`src/rtl/reg_pipe_stage.sv`:
```
// One elastic pipeline stage: a valid bit plus a WIDTH-bit payload register.
//   clk      rising-edge clock
//   rst      synchronous active-high reset, clears valid and payload
//   ld_i     stage takes a new value from its source this cycle
//   src_v_i  source valid; becomes the new valid bit when ld_i = 1
//   src_d_i  source payload; captured only when ld_i and src_v_i are both 1
//   v_o      stage valid
//   d_o      stage payload
module reg_pipe_stage #(
   parameter int WIDTH = 8
) (
   input  logic             clk,
   input  logic             rst,
   input  logic             ld_i,
   input  logic             src_v_i,
   input  logic [WIDTH-1:0] src_d_i,
   output logic             v_o,
   output logic [WIDTH-1:0] d_o
);

   logic             v_q;
   logic [WIDTH-1:0] d_q;

   // Payload only moves with a valid source, so garbage on an idle input
   // never reaches the register.
   always_ff @(posedge clk) begin
      if (rst) begin
         v_q <= 1'b0;
         d_q <= '0;
      end else if (ld_i) begin
         v_q <= src_v_i;
         if (src_v_i) begin
            d_q <= src_d_i;
         end
      end
   end

   assign v_o = v_q;
   assign d_o = d_q;

endmodule

```
`src/rtl/reg_pipe.sv`:
```
// Elastic register pipeline: delays a WIDTH-bit payload by DEPTH registered
// stages with a valid/ready handshake, stage-by-stage backpressure and
// bubble collapse.
//   clk        rising-edge clock
//   rst        synchronous active-high reset (overrides flush and handshakes)
//   flush      discard all in-flight words at the next edge
//   in_valid   upstream payload valid
//   in_ready   pipeline accepts in_data this cycle
//   in_data    upstream payload
//   out_valid  last stage holds a valid payload
//   out_ready  downstream accepts out_data this cycle
//   out_data   last-stage payload
//   count      number of valid stages, 0..DEPTH
module reg_pipe #(
   parameter int WIDTH = 8,
   parameter int DEPTH = 4,
   parameter int CNT_W = $clog2(DEPTH + 1)
) (
   input  logic             clk,
   input  logic             rst,
   input  logic             flush,
   input  logic             in_valid,
   output logic             in_ready,
   input  logic [WIDTH-1:0] in_data,
   output logic             out_valid,
   input  logic             out_ready,
   output logic [WIDTH-1:0] out_data,
   output logic [CNT_W-1:0] count
);

   logic [DEPTH-1:0] v;
   logic [DEPTH-1:0] rdy;
   logic [WIDTH-1:0] d [DEPTH];
   logic             accept;
   logic             emit;
   logic [CNT_W-1:0] count_q;
   logic [CNT_W-1:0] count_d;

   // Ready ripples back from out_ready: a stage can load if it is empty or
   // the stage after it can load. Built in one process from the output end
   // so the chain is a plain combinational cascade.
   always_comb begin
      rdy = '0;
      rdy[DEPTH-1] = !v[DEPTH-1] | out_ready;
      for (int i = DEPTH - 2; i >= 0; i--) begin
         rdy[i] = !v[i] | rdy[i+1];
      end
   end

   assign in_ready = rdy[0] & !flush;
   assign accept   = in_valid & in_ready;
   assign emit     = out_valid & out_ready;

   // Flush forces every stage to load an invalid source, which clears the
   // valid bits while leaving the payload registers untouched.
   for (genvar i = 0; i < DEPTH; i++) begin : g_stage
      logic             src_v;
      logic [WIDTH-1:0] src_d;

      if (i == 0) begin : g_head
         assign src_v = accept;
         assign src_d = in_data;
      end else begin : g_body
         assign src_v = v[i-1] & !flush;
         assign src_d = d[i-1];
      end

      reg_pipe_stage #(
         .WIDTH (WIDTH)
      ) u_stage (
         .clk     (clk),
         .rst     (rst),
         .ld_i    (rdy[i] | flush),
         .src_v_i (src_v),
         .src_d_i (src_d),
         .v_o     (v[i]),
         .d_o     (d[i])
      );
   end

   always_comb begin
      count_d = count_q + CNT_W'(accept) - CNT_W'(emit);
      if (flush) begin
         count_d = '0;
      end
   end

   always_ff @(posedge clk) begin
      if (rst) begin
         count_q <= '0;
      end else begin
         count_q <= count_d;
      end
   end

   assign out_valid = v[DEPTH-1];
   assign out_data  = d[DEPTH-1];
   assign count     = count_q;

endmodule

```
`config.mk`:
```
export PLATFORM = sky130hd
export DESIGN_NAME = reg_pipe
export DESIGN_NICKNAME = d
export VERILOG_FILES = /design/src/rtl/reg_pipe_stage.sv /design/src/rtl/reg_pipe.sv
export SDC_FILE = /design/constraint.sdc
export NUM_CORES = 1
export LEC_CHECK = 0
export CORE_AREA = 2 2 76 78
export CTS_CLUSTER_DIAMETER = 200
export DETAILED_ROUTE_END_ITERATION = 12
export DIE_AREA = 0 0 78 80
export PLACE_DENSITY = 0.67
export SYNTH_ARGS = -nofsm -noshare
export SYNTH_HDL_FRONTEND = slang
export SYNTH_HIERARCHICAL = 1
export SYNTH_SLANG_ARGS = --single-unit
```
`constraint.sdc`:
```
create_clock -name clk -period 2 [get_ports clk]
set_input_delay 0.4 -clock clk [delete_from_list [all_inputs] [get_ports clk]]
set_output_delay 0.4 -clock clk [all_outputs]
set_load 0.01 [all_outputs]
```
## After elaboration in Yosys (flattened, before gate mapping)

Index checks and enable logic that the tools add are counted.

- Flip-flop bits (word level): 39
- Latch bits: 0
- Bits in writable memories: 0
- Bits in read-only memories: 0
- Input port bits: 13
- Output and inout bits: 13
- Logic and storage cells: 35
- Memories: 0

- Add/subtract/negate cells: 2
- Multiply operators: 0
- Divide/modulo/power cells: 0
- $lt $le $gt $ge: 0
- Equal/unequal tests: 0
- Shifts and indexed selects: 0
- Mux-type cells: 0
- Bitwise gates (word level): 14
- Reductions and logical operators: 10

Operator list:

| kind | count |
|---|---|
| $or 1x1->1 | 8 |
| $reduce_and 2->1 | 4 |
| $and 1x1->1 | 6 |
| $logic_not 1->1 | 5 |
| $add 3x1->3 | 1 |
| $sub 3x1->3 | 1 |
| $reduce_or 2->1 | 1 |

## Longest topological paths before layout

Gate-level depths: netlist of run 1.

- Depth after elaboration: 9
- Gate-level depth with buffers: 9
- Depth with buffers taken out: 9

## Modules after synthesis

Netlist of run 1, hierarchy kept.

By module, submodules not included:

| module | times used | cells an instance | area each (um2) | seq. area each (um2) |
|---|---|---|---|---|
| reg_pipe_stage | 4 | 40 | 404.1 | 180.2 |
| reg_pipe | 1 | 26 | 246.5 | 60.1 |

## Least setup slack after synthesis of run 1

Ideal clock, no wire load.

- Path type: input to register
- Start: input port out_ready
- End: register count_q[2], in the netlist count[2]
- Setup time: 0.111 ns
- Arrival time: 1.902 ns
- Data required time: 1.889 ns
- Path slack: -0.013 ns
- Cell stages on the path: 9
- Path buffers: 0
- Cell sequence: and4b_1 a21bo_2 ha_1 inv_1 ha_1 inv_1 fa_1 xnor3_1 nor3_2

- Longest elaborated chain between the ends: 8
- Elaborated cells on any way between the ends: 9
- Those cells by class: 2 x add/sub; 7 x bitwise

RTL lines:

| what | line | text |
|---|---|---|
| start: declaration | reg_pipe.sv:26 | `input logic out_ready,` |
| $or 1x1->1 | reg_pipe.sv:44 | `rdy[DEPTH-1] = !v[DEPTH-1] \| out_ready;` |
| $or 1x1->1 (3 in series) | reg_pipe.sv:46 | `rdy[i] = !v[i] \| rdy[i+1];` |
| $and 1x1->1 | reg_pipe.sv:50 | `assign in_ready = rdy[0] & !flush;` |
| $and 1x1->1 | reg_pipe.sv:51 | `assign accept = in_valid & in_ready;` |
| $add 3x1->3 | reg_pipe.sv:82 | `count_d = count_q + CNT_W'(accept) - CNT_W'(emit);` |
| $sub 3x1->3 * | reg_pipe.sv:82 |  |
| end signal: assignment | reg_pipe.sv:92 | `count_q <= count_d;` |
| end: declaration | reg_pipe.sv:36 | `logic [CNT_W-1:0] count_q;` |

Every way passes the cells marked *; elsewhere a longest branch is shown, timed or not.
A chain may end at the register's enable or synchronous reset.

## Final worst setup path of run 1

- Start: input port out_ready
- End: register count_q[1], in the netlist count[1]

Same word-level chain as after synthesis.

==> results of run 1 <==
-- registers in the layout (all words and copies together), names as in the netlist --
register / flops
count: 3
g_stage.u_stage/d_o: 32
g_stage.u_stage/v_o: 4
-- routing by layer --
metal  global-route usage [%]  wire length [microns]  share of wire, %  vias up
met3                    3.394                    128               3.9        4
met4                    6.316                     40               1.2        0
met5                        0                      0                 0        -
met2                    17.59                   1476                45       22
met1                    15.18                   1661                50      591
li1                         -                      -                 -      714
-- metrics by stage --
stage	TNS, ps	area, sq um
floorplan	0	1866
global placement	-1293	2173
detailed placement	-1431	2173
CTS	0	2322
global route	-11.94	2335
finish	0	2335
-- logic make-up after synthesis --
kind of cell	Yosys count
adders and majority gates	3
AOI/OAI and AO/OA	67
DFF	39
xor gates and xnor gates	1
muxes	4
and+or+nand+nor	50
buffers and inverters	22
-- repair_timing --
| action | in CTS | in global routing |
|---|---|---|
| setup endpoints to repair | 3 | 2 |
| hold buffers | 0 | 0 |
| resized for setup | 12 | 1 |
| pin swaps | 3 | 1 |
| setup buffers | 2 | 1 |
-- worst paths after layout --
path / from / to / slack, ps / depth (start not counted)
hold reg to reg: g_stage[0].u_stage/d_o[5] / g_stage[1].u_stage/d_o[5] / 460 / 2
setup / recovery: out_ready / count[1] / 50 / 9
setup reg to reg: g_stage[3].u_stage/v_o / count[1] / 90 / 8
hold / removal: g_stage[0].u_stage/d_o[5] / g_stage[1].u_stage/d_o[5] / 460 / 2
-- critical path, stage by stage --
cell,delay (ps)
dlygate4sd2_1,230
and4b_1,240
a21bo_4,230
ha_4,260
inv_2,30
ha_4,140
inv_2,50
fa_2,430
nor3_2,160
-- power breakdown --
group / total (mW) / switching (mW) / internal (mW) / leakage [nW]
clock network: 0.566 / 0.251 / 0.314 / 0.0515
registers: 0.793 / 0.00574 / 0.787 / 0.315
logic: 0.0984 / 0.0427 / 0.0557 / 0.514
-- final cells by class --
type,count,share of cell area (%)
multi-input combinational,125,40.09
sequential,39,33.44
timing repair buffer,45,18.01
clock buffer,8,4.287
tap,72,3.859
inverter,2,0.3215
-- cells in the final DEF (no fill, tap or decap) --
cell type,instances
clkbuf_8,7
ha_4,2
clkbuf_1,1
nor2b_4,1
a21boi_0,1
nor2b_1,4
nor2_1,4
a21bo_1,4
and2_1,1
dfxtp_1,39
xnor3_1,1
a21bo_4,1
buf_12,2
a21oi_2,4
nand2_1,2
a21bo_2,28
dlygate4sd2_1,4
nand3_1,33
nand2b_1,1
mux2i_1,4
a21oi_1,29
buf_4,18
inv_2,2
nor3_2,2
clkdlybuf4s50_1,21
and4b_1,1
fa_2,1
nor3b_1,1
==> impl_metrics.ini, run 1 <==
[outcome]
status = complete, no violations

[final_layout]
final_util_pct = 43.19
drive_above_1_share_pct = 31.05
nets = 234
area_growth_pct = 25.32
antennaDiodeCount = 0
nFillCells = 557
register_area_sq_um = 780.7
stdcell_count = 291
multi_input_area_sq_um = 935.9

[sta]
period_needed_ps = 1954
fin_ws_ps = 46.15
worst_slew_pin_slew_ps = 217.3
setup_viol = 0
period_share_pct = 97.69
whs_ps = 461.8
finalHoldViolations = 0
maxSlewHeadroom_pct = 85.48
finClkSkew_ps = 6.797
drv_slew = 0
max_freq_mhz = 511.8

[clock_network]
clk_pin_slew_ps = 70
cts_buffers = 5
cts.sinks = 39
cts_tree = built
cts.path.max_buffers = 2
insertion_delay_ps = 280
h-tree-depth = 2
root_buffer = clkbuf_8

[critical_path]
critPathLaunchType = primary input
worstPathRequired_ps = 2210
cp-end-kind = flip-flop
path_class = primary input to flip-flop
cp.arrival_ps = 2170
path_max_fanout = 2

[global_routing]
grt_pass1_wl_mm = 5.782
grt_pass1_vias = 1250
grt_max_degree = 40
antenna_found_initial = 0
grt-ovfl-total = 0
grt_use_total_pct = 11.74

[route]
viasPerCell = 4.574
avgRoutedWirePerCell_microns = 11.37
drt-total-wl_mm = 3.308
drc = 0
dr.first_iter.drc_count = 74
ant_nets = 0
dr.pass1.iters = 5
vias = 1331

[floorplanning]
die_x_microns = 78
io_pins = 26
initial_core_util_pct = 34.47
coreArea_sq_um = 5405
die_h_microns = 80
rows = 27
die_area_sq_um = 6240

[yosys]
synth_nets = 202
synth.avg_cell_area_sq_um = 10.02
synth_compound_area_share_pct = 27.80
yosysUniqueCellTypes = 25
yosysWarningCount = 6
synth-xor-area-share_pct = 1.209
syn-cell-area_sq_um = 1863
synth-async-reset-ratio_pct = 0
yosys.area.top_type = dfxtp_1
synth_commonest_cells = 39 x dfxtp_1, 33 x nand3_1, 29 x a21bo_2, 29 x a21oi_1, 8 x buf_6
yosysMostFrequentCell = dfxtp_1
synth_seq_cells = 39
synth_edf_count = 0
ys.flop_type = dfxtp_1
synth_area_leaders = dfxtp_1 42%, a21bo_2 16%, nand3_1 8.9%
synthCells = 186
synthMuxAreaShare_pct = 2.149
ys_seq_area_share_pct = 41.91
yosys.area_share.simple_pct = 14.17
synthAdderAreaFrac_pct = 2.418
synth_top_cell_area_share_pct = 41.91
synth_top_family_by_area = compound AO/OA/AOI/OAI gates

[power_and_ir_drop]
p_leak_nw = 0.8808
vdd_drop_max_mv = 0.2865
powerDensity_nw_per_um2 = 624.0
finalPower_mw = 1.457

[worst_hold_path]
min_path_type = flip-flop to flip-flop

[placed_design]
place_ws_ps = -520.3
gp_congestion = 0.7699
dp_hpwl_mm = 2.076
portBuffers = 25
dpl.cell_count = 280

[flow_run]
drv_cap = 0
Power figures use the tool's default switching activity.
==> inputs of run 2 (changes only) <==
--- a/config.mk
+++ b/config.mk
@@ -5,12 +5,14 @@
 export SDC_FILE = /design/constraint.sdc
 export NUM_CORES = 1
 export LEC_CHECK = 0
-export CORE_AREA = 2 2 76 78
+export CORE_AREA = 2 2 61 63
 export CTS_CLUSTER_DIAMETER = 200
 export DETAILED_ROUTE_END_ITERATION = 12
-export DIE_AREA = 0 0 78 80
-export PLACE_DENSITY = 0.67
+export DIE_AREA = 0 0 63 65
+export DONT_BUFFER_PORTS = 1
+export PLACE_DENSITY = 0.82
 export SYNTH_ARGS = -nofsm -noshare
 export SYNTH_HDL_FRONTEND = slang
 export SYNTH_HIERARCHICAL = 1
 export SYNTH_SLANG_ARGS = --single-unit
+export TNS_END_PERCENT = 1
==> run 2 against run 1 <==
  * Register-to-register slack worse by 60 ps
  * Sequential cell count did not move
  * Critical path depth did not move
  * Highest routed layer unchanged
  * Largest power group unchanged
  * Combinational power shrank 56%
==> impl_metrics.ini, run 2 (synthesis results as in run 1) <==
[floorplanning]
io_pins = 26
die_x_microns = 63
coreArea_sq_um = 3496
die_area_sq_um = 4095
die_h_microns = 65
initial_core_util_pct = 53.29
rows = 22

[final_layout]
mostFrequentLayoutCells = 37 x dfxtp_1, 33 x nand3_1, 29 x a21bo_2, 29 x a21oi_1, 9 x buf_4
layout_commonest_cell = dfxtp_1
drive_above_1_share_pct = 31.69
largest_reg_flops = 32
area_growth_pct = 2.485
final_util_pct = 54.62
design_area_sq_um = 1909
antennaDiodeCount = 0
nets = 198

[critical_path]
path_max_fanout = 2
timing.rr.end = count[2]
path_class = flip-flop to flip-flop
worstPathRequired_ps = 2280
rr_startpoint = g_stage[1].u_stage/v_o
cp-end-kind = flip-flop
critPathLaunchType = flip-flop
rrSetupSlack_ps = 30
rr_worst_depth = 9
cp.arrival_ps = 2250

[placed_design]
place_area_sq_um = 1800
gp_congestion = 0.8138
dp_hpwl_mm = 1.887
portBuffers = 0
place_ws_ps = -32.43

[power_and_ir_drop]
powerDensity_nw_per_um2 = 676.1
p_leak_nw = 0.7004
vdd_drop_max_mv = 0.4808
finalPower_mw = 1.291

[flow_run]
drv_cap = 0

[sta]
finalHoldViolations = 0
setup_viol = 0
period_needed_ps = 1974
drv_slew = 0
fin_ws_ps = 26.05
worst_slew_pin_slew_ps = 634.0
max_freq_mhz = 506.6
tns_ps = 0
rsz0062_at_grt = yes
maxSlewHeadroom_pct = 57.73
period_share_pct = 98.70
finClkSkew_ps = 9.127

[route]
dr.pass1.iters = 4
viasPerCell = 5.368
vias = 1240
ant_nets = 0
dr.first_iter.drc_count = 86
drc = 0
avgRoutedWirePerCell_microns = 13.65
drt-total-wl_mm = 3.153

[clock_network]
cts.path.max_buffers = 2
cts_buffers = 5
cts_hold_buf = 0
insertion_delay_ps = 350
clk_pin_slew_ps = 110
cts.sinks = 39
root_buffer = clkbuf_4
cts_tree = built
h-tree-depth = 2

[outcome]
status = complete, no violations

[global_routing]
grt-ovfl-total = 0
grt_max_degree = 40
grt_pass1_wl_mm = 5.030
grt_use_total_pct = 15.67
antenna_found_initial = 0
grt_pass1_vias = 1090

[worst_hold_path]
min_from = rst
min_path_type = primary input to flip-flop
hold-path-endpoint = g_stage[0].u_stage/d_o[4]
hold_depth = 1
run 2: changes by cell type in the layout (fill, tap and decap cells not counted):
cell	previous run	this run
clkdlybuf4s50_1	21	0
buf_4	18	9
clkbuf_4	0	5
clkbuf_8	7	2
dlygate4sd2_1	4	0
buf_12	2	0
dfxtp_1	39	37
dfxtp_2	0	2
a21bo_2	28	29
a21bo_4	1	0
nor2b_1	4	5
nor2b_4	1	0
run 2: where the power goes:
| group | internal (mW) | switching, mW | leakage [nW] | total [mW] |
|---|---|---|---|---|
| logic | 0.0237 | 0.0198 | 0.345 | 0.0436 |
| registers | 0.787 | 0.00692 | 0.316 | 0.794 |
| clock network | 0.207 | 0.247 | 0.0386 | 0.453 |
run 2: worst max path at each step:
stage | from | to | cells past startpoint
6_report | g_stage[1].u_stage/v_o | count[2] | 9
5_1_grt | g_stage[1].u_stage/v_o | count[2] | 9
4_1_cts | g_stage[1].u_stage/v_o | count[2] | 9
3_5_place_dp | out_ready | count[1] | 8
3_3_place_gp | out_ready | count[2] | 9
2_1_floorplan | out_ready | count[2] | 9
run 2: layout make-up:
type,instances,area (sq um)
well taps,48,60.06
inverters,2,7.507
repair buffers,9,67.56
clock buffers,8,68.82
multi-input cells,125,922.1
fillers,316,1587
flip-flops and latches,39,783.3
run 2: what timing repair did:
action / 4_1_cts / 5_1_grt
buffers inserted: 0 / 1
gates resized for setup: 0 / 8
hold endpoints to repair: 0 / 0
endpoints found under the setup margin: 0 / 2
run 2: per-stage QoR:
step                instances  hold WS [ps]
finish                    231         100.4
global route              231         65.10
detailed placement        222         448.3
floorplan                 186         438.1
CTS                       230         86.79
global placement          222         439.8
run 2: routing by layer:
layer / routed length, microns / global-route usage (%)
met1: 1525 / 21.20
met2: 1450 / 22.87
met3: 130 / 4.340
met4: 46 / 7.778
met5: 0 / 0
run 2: critical path, stage by stage, from the launching register on:
cell     delay [ps]
dfxtp_2         340
and4b_1         210
a21bo_2         210
ha_4            210
inv_2            60
ha_4            120
inv_2            40
fa_2            340
xnor3_1         200
nor3_2          180
